File: config.mk
export PLATFORM = sky130hd
export DESIGN_NAME = pool_engine
export DESIGN_NICKNAME = d
export VERILOG_FILES = /design/src/rtl/pool_pkg.sv /design/src/rtl/pool_engine_max_acc.sv /design/src/rtl/pool_engine.sv
export SDC_FILE = /design/constraint.sdc
export NUM_CORES = 1
export LEC_CHECK = 0
export CORE_MARGIN = 3
export CORE_UTILIZATION = 48
export CTS_CLUSTER_DIAMETER = 40
export DETAILED_ROUTE_END_ITERATION = 10
export PLACE_DENSITY_LB_ADDON = 0.3
export SYNTH_ARGS = -nofsm -noshare
export SYNTH_HDL_FRONTEND = slang
export SYNTH_SLANG_ARGS = --single-unit
export TNS_END_PERCENT = 5
File: constraint.sdc
create_clock -name clk -period 4.5 [get_ports clk]
set_input_delay 0.675 -clock clk [delete_from_list [all_inputs] [get_ports clk]]
set_output_delay 0.675 -clock clk [all_outputs]
set_load 0.01 [all_outputs]
File: src/rtl/pool_pkg.sv
// Shared constants, layer state codes and per-layer window geometry for the max-pool sequencer.
package pool_pkg;

    localparam int DATSIZE = 22;
    localparam int FPSHIFT = 14;

    localparam logic [3:0] ST_POOL1 = 4'b0011;
    localparam logic [3:0] ST_POOL2 = 4'b0101;
    localparam logic [3:0] ST_POOL3 = 4'b0111;

    typedef enum logic [1:0] {
        S_IDLE,
        S_RUN,
        S_DRAIN,
        S_DONE
    } fsm_t;

    // Loop limits are stored as last indices so the counters compare against them directly.
    typedef struct packed {
        logic [1:0] k_log2;
        logic [1:0] ky_last;
        logic       kx_last;
        logic [4:0] o_last;
        logic [5:0] c_last;
    } layer_cfg_t;

    function automatic logic is_pool_state(input logic [3:0] code);
        return (code == ST_POOL1) || (code == ST_POOL2) || (code == ST_POOL3);
    endfunction

    function automatic layer_cfg_t layer_cfg(input logic [3:0] code);
        layer_cfg_t cfg;
        case (code)
            ST_POOL2: cfg = '{k_log2: 2'd1, ky_last: 2'd1, kx_last: 1'b0, o_last: 5'd7,  c_last: 6'd31};
            ST_POOL3: cfg = '{k_log2: 2'd2, ky_last: 2'd3, kx_last: 1'b1, o_last: 5'd1,  c_last: 6'd63};
            default:  cfg = '{k_log2: 2'd1, ky_last: 2'd1, kx_last: 1'b0, o_last: 5'd15, c_last: 6'd15};
        endcase
        return cfg;
    endfunction

endpackage

File: src/rtl/pool_engine_max_acc.sv
// Pair max and window accumulator, with the window coordinates delayed to line up with the read data.
module pool_max_acc
    import pool_pkg::*;
(
    input  logic                   clk,
    input  logic                   rst_n,
    input  logic                   rd_en,
    input  logic                   rd_first,
    input  logic                   rd_last,
    input  logic [4:0]             rd_y,
    input  logic [4:0]             rd_x,
    input  logic [5:0]             rd_c,
    input  logic [2*DATSIZE-1:0]   rd_data,
    output logic                   cw_en,
    output logic [4:0]             cw_y,
    output logic [4:0]             cw_x,
    output logic [5:0]             cw_c,
    output logic [DATSIZE-1:0]     cw_data
);

    logic [DATSIZE-1:0] half [2];
    logic [DATSIZE-1:0] pair_max;
    logic [DATSIZE-1:0] acc_reg;
    logic [DATSIZE-1:0] acc_next;
    logic               s1_valid_reg;
    logic               s1_first_reg;
    logic               s1_last_reg;
    logic [4:0]         s1_y_reg;
    logic [4:0]         s1_x_reg;
    logic [5:0]         s1_c_reg;
    logic               wr_now;

    for (genvar gi = 0; gi < 2; gi++) begin : g_half
        assign half[gi] = rd_data[gi*DATSIZE +: DATSIZE];
    end

    assign pair_max = ($signed(half[1]) > $signed(half[0])) ? half[1] : half[0];
    // The first read of a window must not compare against the previous window's result.
    assign acc_next = (s1_first_reg || ($signed(pair_max) > $signed(acc_reg))) ? pair_max : acc_reg;
    assign wr_now   = s1_valid_reg && s1_last_reg;

    always_ff @(posedge clk or negedge rst_n) begin
        if (!rst_n) begin
            s1_valid_reg <= 1'b0;
            s1_first_reg <= 1'b0;
            s1_last_reg  <= 1'b0;
            s1_y_reg     <= '0;
            s1_x_reg     <= '0;
            s1_c_reg     <= '0;
            acc_reg      <= '0;
            cw_en        <= 1'b0;
            cw_y         <= '0;
            cw_x         <= '0;
            cw_c         <= '0;
            cw_data      <= '0;
        end else begin
            s1_valid_reg <= rd_en;
            s1_first_reg <= rd_en && rd_first;
            s1_last_reg  <= rd_en && rd_last;
            s1_y_reg     <= rd_y;
            s1_x_reg     <= rd_x;
            s1_c_reg     <= rd_c;
            if (s1_valid_reg) begin
                acc_reg <= acc_next;
            end
            cw_en   <= wr_now;
            cw_y    <= wr_now ? s1_y_reg : '0;
            cw_x    <= wr_now ? s1_x_reg : '0;
            cw_c    <= wr_now ? s1_c_reg : '0;
            cw_data <= wr_now ? acc_next : '0;
        end
    end

endmodule

File: src/rtl/pool_engine.sv
// Max-pool sequencer: layer FSM and nested c/oy/ox/ky/kx read counters feeding the max accumulator.
module pool_engine
    import pool_pkg::*;
(
    input  logic                   clk,
    input  logic                   rst_n,
    input  logic [3:0]             state,
    input  logic                   start,
    output logic                   busy,
    output logic                   done,
    output logic                   pr_en,
    output logic [5:0]             pr_y,
    output logic [5:0]             pr_x,
    output logic [5:0]             pr_c,
    output logic                   pr_updown,
    input  logic [2*DATSIZE-1:0]   pr_data,
    output logic                   cw_en,
    output logic [4:0]             cw_y,
    output logic [4:0]             cw_x,
    output logic [5:0]             cw_c,
    output logic [DATSIZE-1:0]     cw_data
);

    fsm_t       state_reg, state_next;
    layer_cfg_t cfg_reg;
    logic [5:0] c_reg;
    logic [4:0] oy_reg, ox_reg;
    logic [1:0] ky_reg;
    logic       kx_reg;
    logic       start_ok, rd_active;
    logic       kx_wrap, ky_wrap, ox_wrap, oy_wrap, c_wrap;
    logic       win_first, win_last, run_last;
    logic [6:0] row_sum;
    logic [5:0] col_sum;

    assign start_ok  = start && (state_reg == S_IDLE) && is_pool_state(state);
    assign rd_active = (state_reg == S_RUN);

    assign kx_wrap   = (kx_reg == cfg_reg.kx_last);
    assign ky_wrap   = (ky_reg == cfg_reg.ky_last);
    assign ox_wrap   = (ox_reg == cfg_reg.o_last);
    assign oy_wrap   = (oy_reg == cfg_reg.o_last);
    assign c_wrap    = (c_reg  == cfg_reg.c_last);
    assign win_first = (kx_reg == 1'b0) && (ky_reg == 2'd0);
    assign win_last  = kx_wrap && ky_wrap;
    assign run_last  = win_last && ox_wrap && oy_wrap && c_wrap;

    always_comb begin
        state_next = state_reg;
        case (state_reg)
            S_IDLE:  if (start_ok) state_next = S_RUN;
            S_RUN:   if (run_last) state_next = S_DRAIN;
            // With at least two reads per window, the only write seen here is the final one.
            S_DRAIN: if (cw_en)    state_next = S_DONE;
            S_DONE:  state_next = S_IDLE;
            default: state_next = S_IDLE;
        endcase
    end

    always_ff @(posedge clk or negedge rst_n) begin
        if (!rst_n) begin
            state_reg <= S_IDLE;
        end else begin
            state_reg <= state_next;
        end
    end

    always_ff @(posedge clk or negedge rst_n) begin
        if (!rst_n) begin
            cfg_reg <= '0;
            c_reg   <= '0;
            oy_reg  <= '0;
            ox_reg  <= '0;
            ky_reg  <= '0;
            kx_reg  <= 1'b0;
        end else if (start_ok) begin
            cfg_reg <= layer_cfg(state);
            c_reg   <= '0;
            oy_reg  <= '0;
            ox_reg  <= '0;
            ky_reg  <= '0;
            kx_reg  <= 1'b0;
        end else if (rd_active) begin
            if (!kx_wrap) begin
                kx_reg <= kx_reg + 1'b1;
            end else begin
                kx_reg <= 1'b0;
                if (!ky_wrap) begin
                    ky_reg <= ky_reg + 2'd1;
                end else begin
                    ky_reg <= '0;
                    if (!ox_wrap) begin
                        ox_reg <= ox_reg + 5'd1;
                    end else begin
                        ox_reg <= '0;
                        if (!oy_wrap) begin
                            oy_reg <= oy_reg + 5'd1;
                        end else begin
                            oy_reg <= '0;
                            c_reg  <= c_wrap ? 6'd0 : c_reg + 6'd1;
                        end
                    end
                end
            end
        end
    end

    // Row = K*oy + ky; its LSB picks the row of the stored pair. Column pair = (K/2)*ox + kx.
    assign row_sum = ({2'b00, oy_reg} << cfg_reg.k_log2) + {5'b00000, ky_reg};
    assign col_sum = ({1'b0, ox_reg} << (cfg_reg.k_log2 - 2'd1)) + {5'b00000, kx_reg};

    assign pr_en     = rd_active;
    assign pr_y      = rd_active ? row_sum[6:1] : '0;
    assign pr_updown = rd_active & ky_reg[0];
    assign pr_x      = rd_active ? col_sum : '0;
    assign pr_c      = rd_active ? c_reg : '0;
    assign busy      = (state_reg == S_RUN) || (state_reg == S_DRAIN);
    assign done      = (state_reg == S_DONE);

    pool_max_acc u_max_acc (
        .clk      (clk),
        .rst_n    (rst_n),
        .rd_en    (rd_active),
        .rd_first (win_first),
        .rd_last  (win_last),
        .rd_y     (oy_reg),
        .rd_x     (ox_reg),
        .rd_c     (c_reg),
        .rd_data  (pr_data),
        .cw_en    (cw_en),
        .cw_y     (cw_y),
        .cw_x     (cw_x),
        .cw_c     (cw_c),
        .cw_data  (cw_data)
    );

endmodule

==> reports/results.txt <==
The area share of the largest cell type after synthesis is 43.3%. For this run, the top clock speed supported by timing is 206 MHz. The average cell area after synthesis is 9.83 µm², and the overall die height is 119 µm.

The library cell used most frequently in the layout, excluding fill and tap cells, is dfrtp_1. The classification of the worst setup path is input port to flop. The run gives 0 as the warning count from the yosys run. Summing over every cut layer, the via total after detailed routing is 5337. Global routing consumed, over all layers together, 23.8% of the routing resources. The pre-antenna-repair detailed-routing pass consisted of 8 iterations. Setup repair after global routing could not meet its margin everywhere. In this run the critical register-to-register path is launched from state_reg[1].

Sink count of the clock tree: 106. The critical path's largest stage delay is 0.42 ns, and the number of hold-slack violations in the final timing report is 0. Headroom to the max-slew limit came out at 36.7%.

The run finished, with violations left. Hold timing on the final database bottoms out at a slack of 0.432 ns. The final critical path takes up 108% of the cycle. The logs give 17.4 mm for the final routed wirelength across all metal layers and 43.3% for the part of the Yosys area used for sequential elements. The later pin in the worst-skew pair is clocked with a latency of 0.35 ns. The worst hold-check path type was input port to asynchronous set/reset pin. The endpoint identified for the worst register-to-register timing path is c_reg[3]. In this run the horizontal extent of the chip is 119 µm. Summed over all layers, the global routing overflow is 0. In this run the deepest clock path goes through 2 buffers. Walking the worst path, the cells encountered are buf_8, inv_4, ha_4, nand4_1, buf_4, nor4_4, o31ai_4, and4_4, o21ai_4, buf_12, mux2i_4, inv_2, ha_4, nand4_1, nor4_4, o31ai_2, a21bo_1, o211ai_1, buf_4, nand2_4, buf_8, mux2i_1. The run gives 12300 µm² as the standard cell core area. The post-synthesis cell type with the largest combined area is dfrtp_1. The proportion of register bits with asynchronous set or reset after synthesis was 100%. The mapped netlist covers 6120 µm². The number of antenna violations at the first check in global routing is 0. The run gives 14100 µm² as the area of the die. Ranked by total cell area, the synthesized netlist is headed by dfrtp_1, ha_1, mux2i_1.

The final setup skew is 0.00585 ns. The total of endpoints with negative setup slack in the final report came out at 44. Total count of max-transition violations in the final report: 0. The slack of the worst reg-to-reg path is 1.41 ns, and the highest ir drop seen on vdd is 280 µV. Counting I/O delays and the setup requirement, the final critical path takes 4.86 ns. After routing the design area is 8960 µm². Counting flops with a built-in enable in the synthesized netlist gives 0. In the routed layout, each cell is associated on average with a via count of 5.49. The initial cell density of the core is 49.9%, and the net count after synthesis is 732. The peak fanout along the critical path was 8; the layout net count was 909. Data on the critical path is required at its endpoint by 4.76 ns.

The placed instances occupy a cell area of 7790 µm². The last weighted congestion value of the routability-driven placer is 0.922, and the layout cell share with drive strength beyond 1 is 25.7%. The tools report the residual antenna-violating net count after detailed routing as 0.

For this design, the slowest cell found on the critical path is nor4_4. After floorplanning, the core was divided into 40 placement rows. The checks that failed: negative setup slack. Summed over all cells, the static leakage comes to 4.39 nW. Synthesis handed over a netlist of 623 instances. The worst setup slack after layout was -0.362 ns; the placed wire-length estimate after detailed placement was 11.2 mm.

The pin count of the biggest net entering global routing is 75. The clock edge transition at the registers on the reported setup and hold paths was 0.07 ns. The cell count of the worst reg-to-reg path works out to 7. The tools report the number of distinct library cells after synthesis as 53. The post-route total power was 4.59 mW; the via count of the first global-routing pass was 5590.

The antenna diode count is 0. At the pin with the least slew margin, the transition time is 0.949 ns. After detailed routing, the number of remaining DRC violations is 0.

Dividing total power by cell area gives a power density of 513 nW/µm². The detailed router finished its first iteration with 354 violations. The tools report the deepest level of the CTS H-tree as 3.

The run gives 27.5 mm as the first-pass GRT wire length. In the layout the commonest cells are dfrtp_1, clkdlybuf4s50_1, buf_4. The TritonCTS buffer count is 9, and the count of state elements after synthesis is 106.

The number of buffer cells added on primary ports is 111. The average routed wire per standard cell is 17.8 µm. CTS placed an instance of clkbuf_16 at the clock tree root.

TritonCTS built the clock tree. The capturing element type of the critical path is a flop. The number of ports placed on the die boundary was 112; the data arrival time of the critical path was 5.12 ns. Max-cap violations in this run came to 0. From synthesis to final layout, the design area changed by 46.3%. In this run the worst setup path begins at pr_data[21].

The leading register cell type out of synthesis was dfrtp_1. STA classifies the critical path startpoint as an input port.
==> worst max path at each step <==
| stage | to | slack, ns | cells past startpoint |
|---|---|---|---|
| 4_1_cts | u_max_acc.acc_reg[6] | 0.0005 | 21 |
| 3_3_place_gp | u_max_acc.cw_data[20] | -0.86 | 20 |
| 3_5_place_dp | u_max_acc.cw_data[3] | -1.09 | 20 |
| 6_report | u_max_acc.acc_reg[14] | -0.36 | 22 |
| 5_1_grt | u_max_acc.acc_reg[14] | -0.52 | 22 |
| 2_1_floorplan | u_max_acc.cw_data[14] | 0.01 | 20 |
==> cells in the mapped netlist, types with 7 or more instances <==
cell / number
and2_1: 20
nor3_1: 8
inv_1: 78
nand2b_1: 9
o21ai_0: 37
xor2_1: 11
ha_1: 57
a21oi_1: 48
mux2i_1: 50
dfrtp_1: 106
nor2_1: 21
nand3_1: 16
nand2_1: 32
nand4_1: 10
o31ai_1: 7
and3_1: 23
clkbuf_1: 16
==> repair_timing <==
action	in CTS	in global routing
hold buffers	0	0
setup buffers	10	6
resized for setup	157	111
endpoints found under the setup margin	44	44
pin swaps	27	25
gates cloned	2	2
==> layer usage <==
layer / vias to the layer above / wire length (µm) / track usage, %
met5: - / 0 / 0
met4: 0 / 566 / 8.76
met3: 48 / 820 / 4.23
met2: 189 / 8880 / 42.5
met1: 2588 / 7100 / 28.9
li1: 2512 / - / -
==> power by group <==
group	internal [mW]	total [mW]	switching, mW
combinational	1.20	2.37	1.18
sequential	1.18	1.45	0.272
clock	0.391	0.767	0.376
total	2.77	4.59	1.82
==> layout make-up <==
class                      count  area (µm²)
clock inverter                 7        72.6
multi-input combinational    415        3650
timing repair buffer         190        1840
tap                          168         210
fill                         816        3300
inverter                      78         300
sequential                   106        2650
clock buffer                   9         225
==> stage by stage <==
step	instances	util [%]	setup TNS (ns)	setup WS, ns
2_1_floorplan	623	-	0	0.0142
3_3_place_gp	937	63.5	-35.53	-0.860
3_5_place_dp	937	63.5	-44.79	-1.09
4_1_cts	965	71.0	0	0.000540
5_1_grt	973	73.1	-18.96	-0.519
6_report	973	73.1	-13.04	-0.362
==> logic make-up after synthesis <==
family,share of synthesized area (%)
and+or+nand+nor,14.0
AOI/OAI and AO/OA,11.7
DFF,43.3
buffers and inverters,6.58
muxes,10.0
adders and majority gates,12.0
xor gates and xnor gates,2.43
==> critical path: cells and delay by family <==
family | cells | cell delay (ns)
muxes | 2 | 0.49
AOI/OAI and AO/OA | 5 | 0.88
adders and majority gates | 2 | 0.54
and+or+nand+nor | 6 | 1.48
buffers and inverters | 7 | 1.06
No activity file was read; power rests on OpenSTA's default activity.
